**config.mk**
```make
export PLATFORM = sky130hd
export DESIGN_NAME = key_schedule
export DESIGN_NICKNAME = d
export VERILOG_FILES = /design/src/rtl/key_schedule.sv
export SDC_FILE = /design/constraint.sdc
export NUM_CORES = 1
export LEC_CHECK = 0
export CAP_MARGIN = 20
export CORE_ASPECT_RATIO = 0.9
export CORE_MARGIN = 4
export CORE_UTILIZATION = 30
export DETAILED_ROUTE_END_ITERATION = 8
export PLACE_DENSITY = 0.61
export SLEW_MARGIN = 20
export SYNTH_ARGS = -nofsm -noshare
export SYNTH_HDL_FRONTEND = slang
export SYNTH_HIERARCHICAL = 1
export SYNTH_SLANG_ARGS = --single-unit
```
**constraint.sdc**
```tcl
create_clock -name clk -period 4.7 [get_ports clk]
set_input_delay 0.705 -clock clk [delete_from_list [all_inputs] [get_ports clk]]
set_output_delay 0.705 -clock clk [all_outputs]
set_load 0.01 [all_outputs]
```
**src/rtl/key_schedule.sv**
```systemverilog
// AES-128 iterative key expansion.
// Holds one 128-bit round key and steps it forward by one round per advance
// request. The full expanded schedule is never stored.

// FIPS-197 S-box lookup for a single byte. Purely combinational constant table.
module sbox_byte (
   input  logic [7:0] in_byte,
   output logic [7:0] out_byte
);

   localparam logic [7:0] SBOX [256] = '{
      8'h63, 8'h7c, 8'h77, 8'h7b, 8'hf2, 8'h6b, 8'h6f, 8'hc5, 8'h30, 8'h01, 8'h67, 8'h2b, 8'hfe, 8'hd7, 8'hab, 8'h76,
      8'hca, 8'h82, 8'hc9, 8'h7d, 8'hfa, 8'h59, 8'h47, 8'hf0, 8'had, 8'hd4, 8'ha2, 8'haf, 8'h9c, 8'ha4, 8'h72, 8'hc0,
      8'hb7, 8'hfd, 8'h93, 8'h26, 8'h36, 8'h3f, 8'hf7, 8'hcc, 8'h34, 8'ha5, 8'he5, 8'hf1, 8'h71, 8'hd8, 8'h31, 8'h15,
      8'h04, 8'hc7, 8'h23, 8'hc3, 8'h18, 8'h96, 8'h05, 8'h9a, 8'h07, 8'h12, 8'h80, 8'he2, 8'heb, 8'h27, 8'hb2, 8'h75,
      8'h09, 8'h83, 8'h2c, 8'h1a, 8'h1b, 8'h6e, 8'h5a, 8'ha0, 8'h52, 8'h3b, 8'hd6, 8'hb3, 8'h29, 8'he3, 8'h2f, 8'h84,
      8'h53, 8'hd1, 8'h00, 8'hed, 8'h20, 8'hfc, 8'hb1, 8'h5b, 8'h6a, 8'hcb, 8'hbe, 8'h39, 8'h4a, 8'h4c, 8'h58, 8'hcf,
      8'hd0, 8'hef, 8'haa, 8'hfb, 8'h43, 8'h4d, 8'h33, 8'h85, 8'h45, 8'hf9, 8'h02, 8'h7f, 8'h50, 8'h3c, 8'h9f, 8'ha8,
      8'h51, 8'ha3, 8'h40, 8'h8f, 8'h92, 8'h9d, 8'h38, 8'hf5, 8'hbc, 8'hb6, 8'hda, 8'h21, 8'h10, 8'hff, 8'hf3, 8'hd2,
      8'hcd, 8'h0c, 8'h13, 8'hec, 8'h5f, 8'h97, 8'h44, 8'h17, 8'hc4, 8'ha7, 8'h7e, 8'h3d, 8'h64, 8'h5d, 8'h19, 8'h73,
      8'h60, 8'h81, 8'h4f, 8'hdc, 8'h22, 8'h2a, 8'h90, 8'h88, 8'h46, 8'hee, 8'hb8, 8'h14, 8'hde, 8'h5e, 8'h0b, 8'hdb,
      8'he0, 8'h32, 8'h3a, 8'h0a, 8'h49, 8'h06, 8'h24, 8'h5c, 8'hc2, 8'hd3, 8'hac, 8'h62, 8'h91, 8'h95, 8'he4, 8'h79,
      8'he7, 8'hc8, 8'h37, 8'h6d, 8'h8d, 8'hd5, 8'h4e, 8'ha9, 8'h6c, 8'h56, 8'hf4, 8'hea, 8'h65, 8'h7a, 8'hae, 8'h08,
      8'hba, 8'h78, 8'h25, 8'h2e, 8'h1c, 8'ha6, 8'hb4, 8'hc6, 8'he8, 8'hdd, 8'h74, 8'h1f, 8'h4b, 8'hbd, 8'h8b, 8'h8a,
      8'h70, 8'h3e, 8'hb5, 8'h66, 8'h48, 8'h03, 8'hf6, 8'h0e, 8'h61, 8'h35, 8'h57, 8'hb9, 8'h86, 8'hc1, 8'h1d, 8'h9e,
      8'he1, 8'hf8, 8'h98, 8'h11, 8'h69, 8'hd9, 8'h8e, 8'h94, 8'h9b, 8'h1e, 8'h87, 8'he9, 8'hce, 8'h55, 8'h28, 8'hdf,
      8'h8c, 8'ha1, 8'h89, 8'h0d, 8'hbf, 8'he6, 8'h42, 8'h68, 8'h41, 8'h99, 8'h2d, 8'h0f, 8'hb0, 8'h54, 8'hbb, 8'h16
   };

   assign out_byte = SBOX[in_byte];

endmodule

module key_schedule #(
   parameter int NR = 10  // only AES-128 (10 rounds) is supported
) (
   input  logic         clk,
   input  logic         reset,      // synchronous, active-low
   input  logic         start,
   input  logic [127:0] key,
   input  logic         advance,
   output logic [127:0] round_key,
   output logic [3:0]   round,
   output logic         valid,
   output logic         done
);

   typedef enum logic [1:0] {
      ST_IDLE   = 2'd0,
      ST_ACTIVE = 2'd1,
      ST_DONE   = 2'd2
   } state_e;

   localparam logic [3:0] LAST_STEP = 4'(NR - 1);

   state_e         state_q, state_d;
   logic [127:0]   round_key_q, round_key_d;
   logic [3:0]     round_q, round_d;

   logic [31:0]    w0, w1, w2, w3;
   logic [31:0]    rot_word, sub_word, t_word;
   logic [31:0]    nw0, nw1, nw2, nw3;
   logic [127:0]   next_key;
   logic [3:0]     rcon_idx;

   // Round constant for the round being produced (index 1..10).
   function automatic logic [7:0] rcon(input logic [3:0] idx);
      case (idx)
         4'd1:    rcon = 8'h01;
         4'd2:    rcon = 8'h02;
         4'd3:    rcon = 8'h04;
         4'd4:    rcon = 8'h08;
         4'd5:    rcon = 8'h10;
         4'd6:    rcon = 8'h20;
         4'd7:    rcon = 8'h40;
         4'd8:    rcon = 8'h80;
         4'd9:    rcon = 8'h1b;
         4'd10:   rcon = 8'h36;
         default: rcon = 8'h00;
      endcase
   endfunction

   assign w0 = round_key_q[127:96];
   assign w1 = round_key_q[95:64];
   assign w2 = round_key_q[63:32];
   assign w3 = round_key_q[31:0];

   // RotWord: byte 0 (most significant) moves to the least significant position.
   assign rot_word = {w3[23:0], w3[31:24]};

   sbox_byte u_sbox0 (.in_byte(rot_word[31:24]), .out_byte(sub_word[31:24]));
   sbox_byte u_sbox1 (.in_byte(rot_word[23:16]), .out_byte(sub_word[23:16]));
   sbox_byte u_sbox2 (.in_byte(rot_word[15:8]),  .out_byte(sub_word[15:8]));
   sbox_byte u_sbox3 (.in_byte(rot_word[7:0]),   .out_byte(sub_word[7:0]));

   // round_q stays at or below NR-1 whenever an advance can be honoured, so this
   // 4-bit sum never wraps on a path that is used.
   assign rcon_idx = round_q + 4'd1;
   assign t_word   = sub_word ^ {rcon(rcon_idx), 24'h000000};

   // Each new word chains off the one just computed.
   assign nw0      = w0 ^ t_word;
   assign nw1      = w1 ^ nw0;
   assign nw2      = w2 ^ nw1;
   assign nw3      = w3 ^ nw2;
   assign next_key = {nw0, nw1, nw2, nw3};

   // Next-state and next-key selection; start always overrides advance.
   always_comb begin
      // NOTE: every variable gets a default before any branch, so no path leaves
      // it unassigned and no latch is inferred.
      state_d     = state_q;
      round_key_d = round_key_q;
      round_d     = round_q;

      if (start) begin
         state_d     = ST_ACTIVE;
         round_key_d = key;
         round_d     = 4'd0;
      end else if (advance && (state_q == ST_ACTIVE)) begin
         round_key_d = next_key;
         round_d     = round_q + 4'd1;
         if (round_q == LAST_STEP) begin
            state_d = ST_DONE;
         end
      end
   end

   // State, round key and round counter registers with synchronous reset.
   always_ff @(posedge clk) begin
      // NOTE: non-blocking assignments keep every flop sampling pre-edge values,
      // independent of statement order.
      if (!reset) begin
         state_q     <= ST_IDLE;
         round_key_q <= '0;
         round_q     <= '0;
      end else begin
         state_q     <= state_d;
         round_key_q <= round_key_d;
         round_q     <= round_d;
      end
   end

   // Status flags decode straight from the state register, so they are as
   // registered as the key itself.
   assign round_key = round_key_q;
   assign round     = round_q;
   assign valid     = (state_q != ST_IDLE);
   assign done      = (state_q == ST_DONE);

endmodule

```
Word-level counts from Yosys, hierarchy flattened
Memories as Yosys holds them, arrays and structs flattened.
Cells that the tools add are included.
{"block": "totals", "regBits": 134, "input_bits": 132, "n_memories": 5, "wordCells": 47, "mem_bits_ro": 8320}
{"memory": "(name not given)", "words": 256, "word_bits": 8, "rd": 1, "rd_ports_with_merged_regs": 0, "wr": 0, "line_no": "30", "text": "assign out_byte = SBOX[in_byte];"}
{"memory": "(name not given)", "words": 256, "word_bits": 8, "rd": 1, "rd_ports_with_merged_regs": 0, "wr": 0, "line_no": "30"}
{"memory": "(name not given)", "words": 256, "word_bits": 8, "rd": 1, "rd_ports_with_merged_regs": 0, "wr": 0, "line_no": "30"}
{"memory": "(name not given)", "words": 256, "word_bits": 8, "rd": 1, "rd_ports_with_merged_regs": 0, "wr": 0, "line_no": "30"}
{"memory": "(name not given)", "words": 16, "word_bits": 8, "rd": 1, "rd_ports_with_merged_regs": 0, "wr": 0, "line_no": "68", "text": "case (idx)"}
{"block": "classes", "n_reduce_logical": 7, "n_mux": 13, "magnitude_cmp": 4, "eq_ne": 3, "bitwise_logic": 10, "n_addsub": 1}
{"operator": "two-way mux 128 bit", "count": 2}
{"operator": "XOR 32 bit", "count": 5}
{"operator": "two-way mux 8 bit", "count": 8}
{"operator": ">= comparator 9 bit (second input constant)", "count": 4}
{"operator": "NOT 8 -> 9 bit", "count": 4}
{"operator": "nonzero test 2 bit", "count": 3}
{"operator": "adder 4 x 1 -> 4 bit (second input constant)", "count": 1}
{"operator": "== test 4 bit (second input constant)", "count": 1}
{"operator": "AND reduction 2 bit", "count": 2}
{"operator": "two-way mux 1 bit", "count": 3}
{"operator": "== test 2 x 1 -> 1 bit (second input constant)", "count": 1}
{"operator": "== test 2 bit (second input constant)", "count": 1}
{"operator": "OR reduction 2 bit", "count": 1}
{"operator": "logical AND 1 bit", "count": 1}
{"operator": "NOT 1 bit", "count": 1}

Logic depth before layout (Yosys ltp)
Gate-level depths: netlist of the first run.
{"block": "logic_depth", "depth_word": 11, "depth_mapped": 18}

By module
The synthesis of the first run kept the hierarchy.
{"module": "sbox_byte", "seq_area_each_um2": 0.0, "area_each_um2": 3179.3, "cells_each": 507, "instances": 4}
{"module": "key_schedule", "seq_area_each_um2": 2682.6, "area_each_um2": 7447.1, "cells_each": 912, "instances": 1}

Least setup slack after synthesis of the first run
OpenSTA, ideal clock, no wires.
{"block": "synth_timing", "kind": "flip-flop to flip-flop", "start": "register round_key_q[17], in the netlist round_key[17]", "end": "register round_key_q[31], in the netlist round_key[31]", "stages_incl_launch_ff": 19, "setup_time_ns": 0.074, "period_less_slack_ns": 4.246, "t_required_ns": 4.626, "t_arrival_ns": 4.172, "path_slack_ns": 0.454, "path_cell_list": "dfxtp_1 buf_2 clkbuf_1 inv_1 ha_1 nand2b_1 buf_2 a21oi_1 o21bai_1 o22ai_1 a211oi_1 o221ai_1 or3b_1 a2111oi_2 a31oi_1 nand3_2 xnor3_1 or3_1 a31oi_1"}
{"block": "synth_between", "elab_chain_cells": 11}
{"item": "start, declared", "line_no": "57", "text": "logic [127:0] round_key_q, round_key_d;"}
{"item": "start signal, assigned", "line_no": "139", "text": "round_key_q <= round_key_d;"}
{"item": "NOT 8 -> 9 bit (not written as such)", "line_no": "30"}
{"item": "memory (256 x 8 bit)"}
{"item": "two-way mux 8 bit (not written as such) (2 in a row)", "line_no": "30"}
{"item": "net sub_word[31]", "line_no": "61", "text": "logic [31:0] rot_word, sub_word, t_word;"}
{"item": "XOR 32 bit", "line_no": "99", "text": "assign t_word = sub_word ^ {rcon(rcon_idx), 24'h000000};"}
{"item": "XOR 32 bit", "line_no": "102", "text": "assign nw0 = w0 ^ t_word;"}
{"item": "XOR 32 bit", "line_no": "103", "text": "assign nw1 = w1 ^ nw0;"}
{"item": "XOR 32 bit", "line_no": "104", "text": "assign nw2 = w2 ^ nw1;"}
{"item": "XOR 32 bit", "line_no": "105", "text": "assign nw3 = w3 ^ nw2;"}
{"item": "two-way mux 128 bit", "line_no": "120", "text": "end else if (advance && (state_q == ST_ACTIVE)) begin"}
{"item": "two-way mux 128 bit", "line_no": "116", "text": "if (start) begin"}
The timed path passes the listed nets, and every way through them passes these cells. The select of a mux whose other input is x is not followed.
A chain may end at the register's enable or synchronous reset.

Final worst setup path of the first run
{"block": "layout_timing", "start": "register round_key_q[17], in the netlist round_key[17]", "end": "register round_key_q[29], in the netlist round_key[29]"}
Same word-level chain as after synthesis.

==> reports/summary.txt, run 1 <==
outcome = completed
1st-pass router iterations = 7
final slew viol count = 0
Synthesized Nets = 3138
routability-driven placement congestion ratio = 1.12
DR WL/cell = 26.2 um
CP delay by family, top = compound AO/OA/AOI/OAI gates
vias per cell = 6.54
Hold Fails Final Rpt = 0
top cell type's share of synthesized area = 13.3%
First DRT Iteration DRCs = 4746
# DRC = 0
Tmin final = 4380 ps
Area contributors post-synth = dfxtp_1 13%, a21oi_1 6.7%, nor2_1 5.4%
Yosys reg bits = 134
largest family of logic cells by synthesized area = compound AO/OA/AOI/OAI gates
Setup CP Type = reg2reg
total wire length = 103000 um
CP arrival = 4810 ps
largest net degree at the start of global routing = 143
commonest non-fill, non-tap cell in the layout = nor2_1
critical path launch point type = register
Resize count post-CTS = 0
required time of the critical path = 5130 ps
TNS Setup = 0 ps
final setup margin = 315 ps
CTS tree = built
die height = 254 um
commonest cells after routing, fill and taps aside = 291 x nor2_1, 271 x a21oi_1, 263 x clkdlybuf4s50_1
area of the mapped netlist = 20200 um2
clk sinks = 134
Avg Inst Size Synth = 6.86 um2
root buffer cell = clkbuf_16
total number of vias = 25800
Die W = 281 um
Final ANT Viol Nets = 0
# fillers = 7076
type of the worst min-delay path = reg2reg
footprint of the multi-input gates = 15700 um2
total setup buffers inserted after CTS = 0
die area = 71400 um2
Post-Synth XOR/XNOR Area = 7.97%
worst vdd ir = 0.164 mV
layout cells sized above 1 = 9.24%
CP max FO = 28
vias in the first global route = 23600
core box area = 66000 um2
clk slew on worst S/H paths = 70 ps
htree depth = 4
Ys Warns = 6
ys flop type = dfxtp_1
P&R area growth vs syn = 19.9%
first-pass GRT wire length = 153000 um
Synth area leader = dfxtp_1
Worst-Skew Late Latency = 500 ps
CTS Buf Count = 17
sequential cell area = 2710 um2
sequential fraction of the synthesis area = 13.3%
compound-gate portion of the synthesized area = 38.5%
Placement Setup Slack = 538 ps
hold_buf cts = 0
Rows = 89
max cap viols = 0
Crit. End Element = register
Final HPWL DP = 74000 um
crit-path cells = buf_4 > ha_1 > nor2b_1 > a221oi_1 > a211oi_1 > nor4_1 > a311oi_1 > o21ai_1 > xnor2_1 > xnor3_1 > xnor2_1 > or3_1 > a31oi_1
Synth async-reset ratio = 0%
P_leak = 8.35 nW
Worst path max stage delay = 580 ps
multiplexer share of the synthesized area = 2.56%
antenna cells = 0
# IOs = 266
relative slew slack = 43.0%
Adder-Cell Fraction of Synth Area = 4.10%
pwr/cell area = 285 nW/um2
CP max stage cell = a211oi_1
Clock Path Buffers = 2
initial antenna violation count = 1
grt ovf = 0
clk_skew = 12.8 ps
Most common cell on crit path = xnor2_1
Port Buffers = 265
final setup violation count = 0
Syn Inst Count = 2940
Post-synth EDFFs = 0
Nets = 3259
crit path buf inv count = 1
fmax = 228 MHz
Final period util = 93.3%
RSZ-0062 raised after global routing = no
Synth cell types = 88
Initial Utilization = 30.5%
worst-margin pin slew = 852 ps
GRT Total Usage = 27.5%
Post-Synth Simple-Gate Area = 24.7%
==> cells in the mapped netlist (all sizes together) (55+ instances only) <==
cell	instances
o21ai	290
nor2b	57
inv	55
nand2	194
o211ai	65
o311ai	56
nor2	299
xor2	87
dfxtp	134
buf	168
nor3	87
nand3	111
a211oi	99
xnor2	81
ha	66
a21oi	271
nand2b	69
clkbuf	143
a311oi	67
==> path summary, 6_finish.rpt <==
path                               from                         end  slack, ps  depth (start not counted)
max          round_key[17]$_SDFFE_PN0P_  round_key[29]$_SDFFE_PN0P_        320                         13
min             state_q[1]$_SDFFE_PP0P_     state_q[1]$_SDFFE_PP0P_        550                          2
max reg2reg  round_key[17]$_SDFFE_PN0P_  round_key[29]$_SDFFE_PN0P_        320                         13
min reg2reg     state_q[1]$_SDFFE_PP0P_     state_q[1]$_SDFFE_PP0P_        550                          2
==> sequential cells by signal (all words and copies together), names as in the netlist <==
name and count:
round_key 128, state_q 2, round 4
==> cell families after synthesis <==
kind of cell | Yosys count
flip-flops | 134
adder cells (fa/ha/maj) | 66
XOR/XNOR | 174
buffers and inverters | 367
multiplexers | 39
AND/OR/NAND/NOR | 998
AO/OA/AOI/OAI | 1162
==> per-layer routing <==
metal | track usage (%) | part of all wire (%)
met5 | 0 | 0.013
met4 | 11.4 | 4.9
met3 | 8.62 | 13
met2 | 39.7 | 40
met1 | 37.7 | 41
==> report_power, final <==
part           internal [mW]  switching [mW]
clock network          0.763           0.642
logic                   1.54            2.51
registers               1.24           0.193
==> worst register-to-register path: cells and delay by family, from the launching register on <==
kind / cells / cell delay [ps]
buf+inv: 1 / 330
xor+xnor: 3 / 910
simple gates: 3 / 730
flops: 1 / 340
fa+ha+maj: 1 / 400
compound gates: 5 / 1590
==> through the flow <==
| step | std cells | area [um2] | power (mW) | hold slack (ps) | util (%) |
|---|---|---|---|---|---|
| global placement | 3906 | 23600 | 5.39 | 526 | 35.7 |
| detailed placement | 3906 | 23600 | 5.31 | 529 | 35.7 |
| floorplan | 2940 | 20200 | 3.93 | 484 | - |
| global route | 3938 | 24200 | 7.21 | 578 | 36.6 |
| finish | 3938 | 24200 | 6.89 | 553 | 36.6 |
| CTS | 3938 | 24200 | 6.76 | 547 | 36.6 |
==> final cells by class <==
class | instances | area share, %
clock buffer | 20 | 1.89
clock inverter | 12 | 0.497
inverter | 56 | 0.895
multi-input combinational | 2439 | 64.9
sequential | 134 | 11.2
tap | 864 | 4.47
timing repair buffer | 413 | 16.1
Note: power is estimated with default switching activity, not from simulation.
==> run 2, diff against run 1 <==
--- a/config.mk
+++ b/config.mk
@@ -11,7 +11,6 @@
 export CORE_UTILIZATION = 30
 export DETAILED_ROUTE_END_ITERATION = 8
 export PLACE_DENSITY = 0.61
-export SLEW_MARGIN = 20
 export SYNTH_ARGS = -nofsm -noshare
 export SYNTH_HDL_FRONTEND = slang
 export SYNTH_HIERARCHICAL = 1
==> results of run 2 <==
Final layout, timing and power as in run 1 (identical DEF).
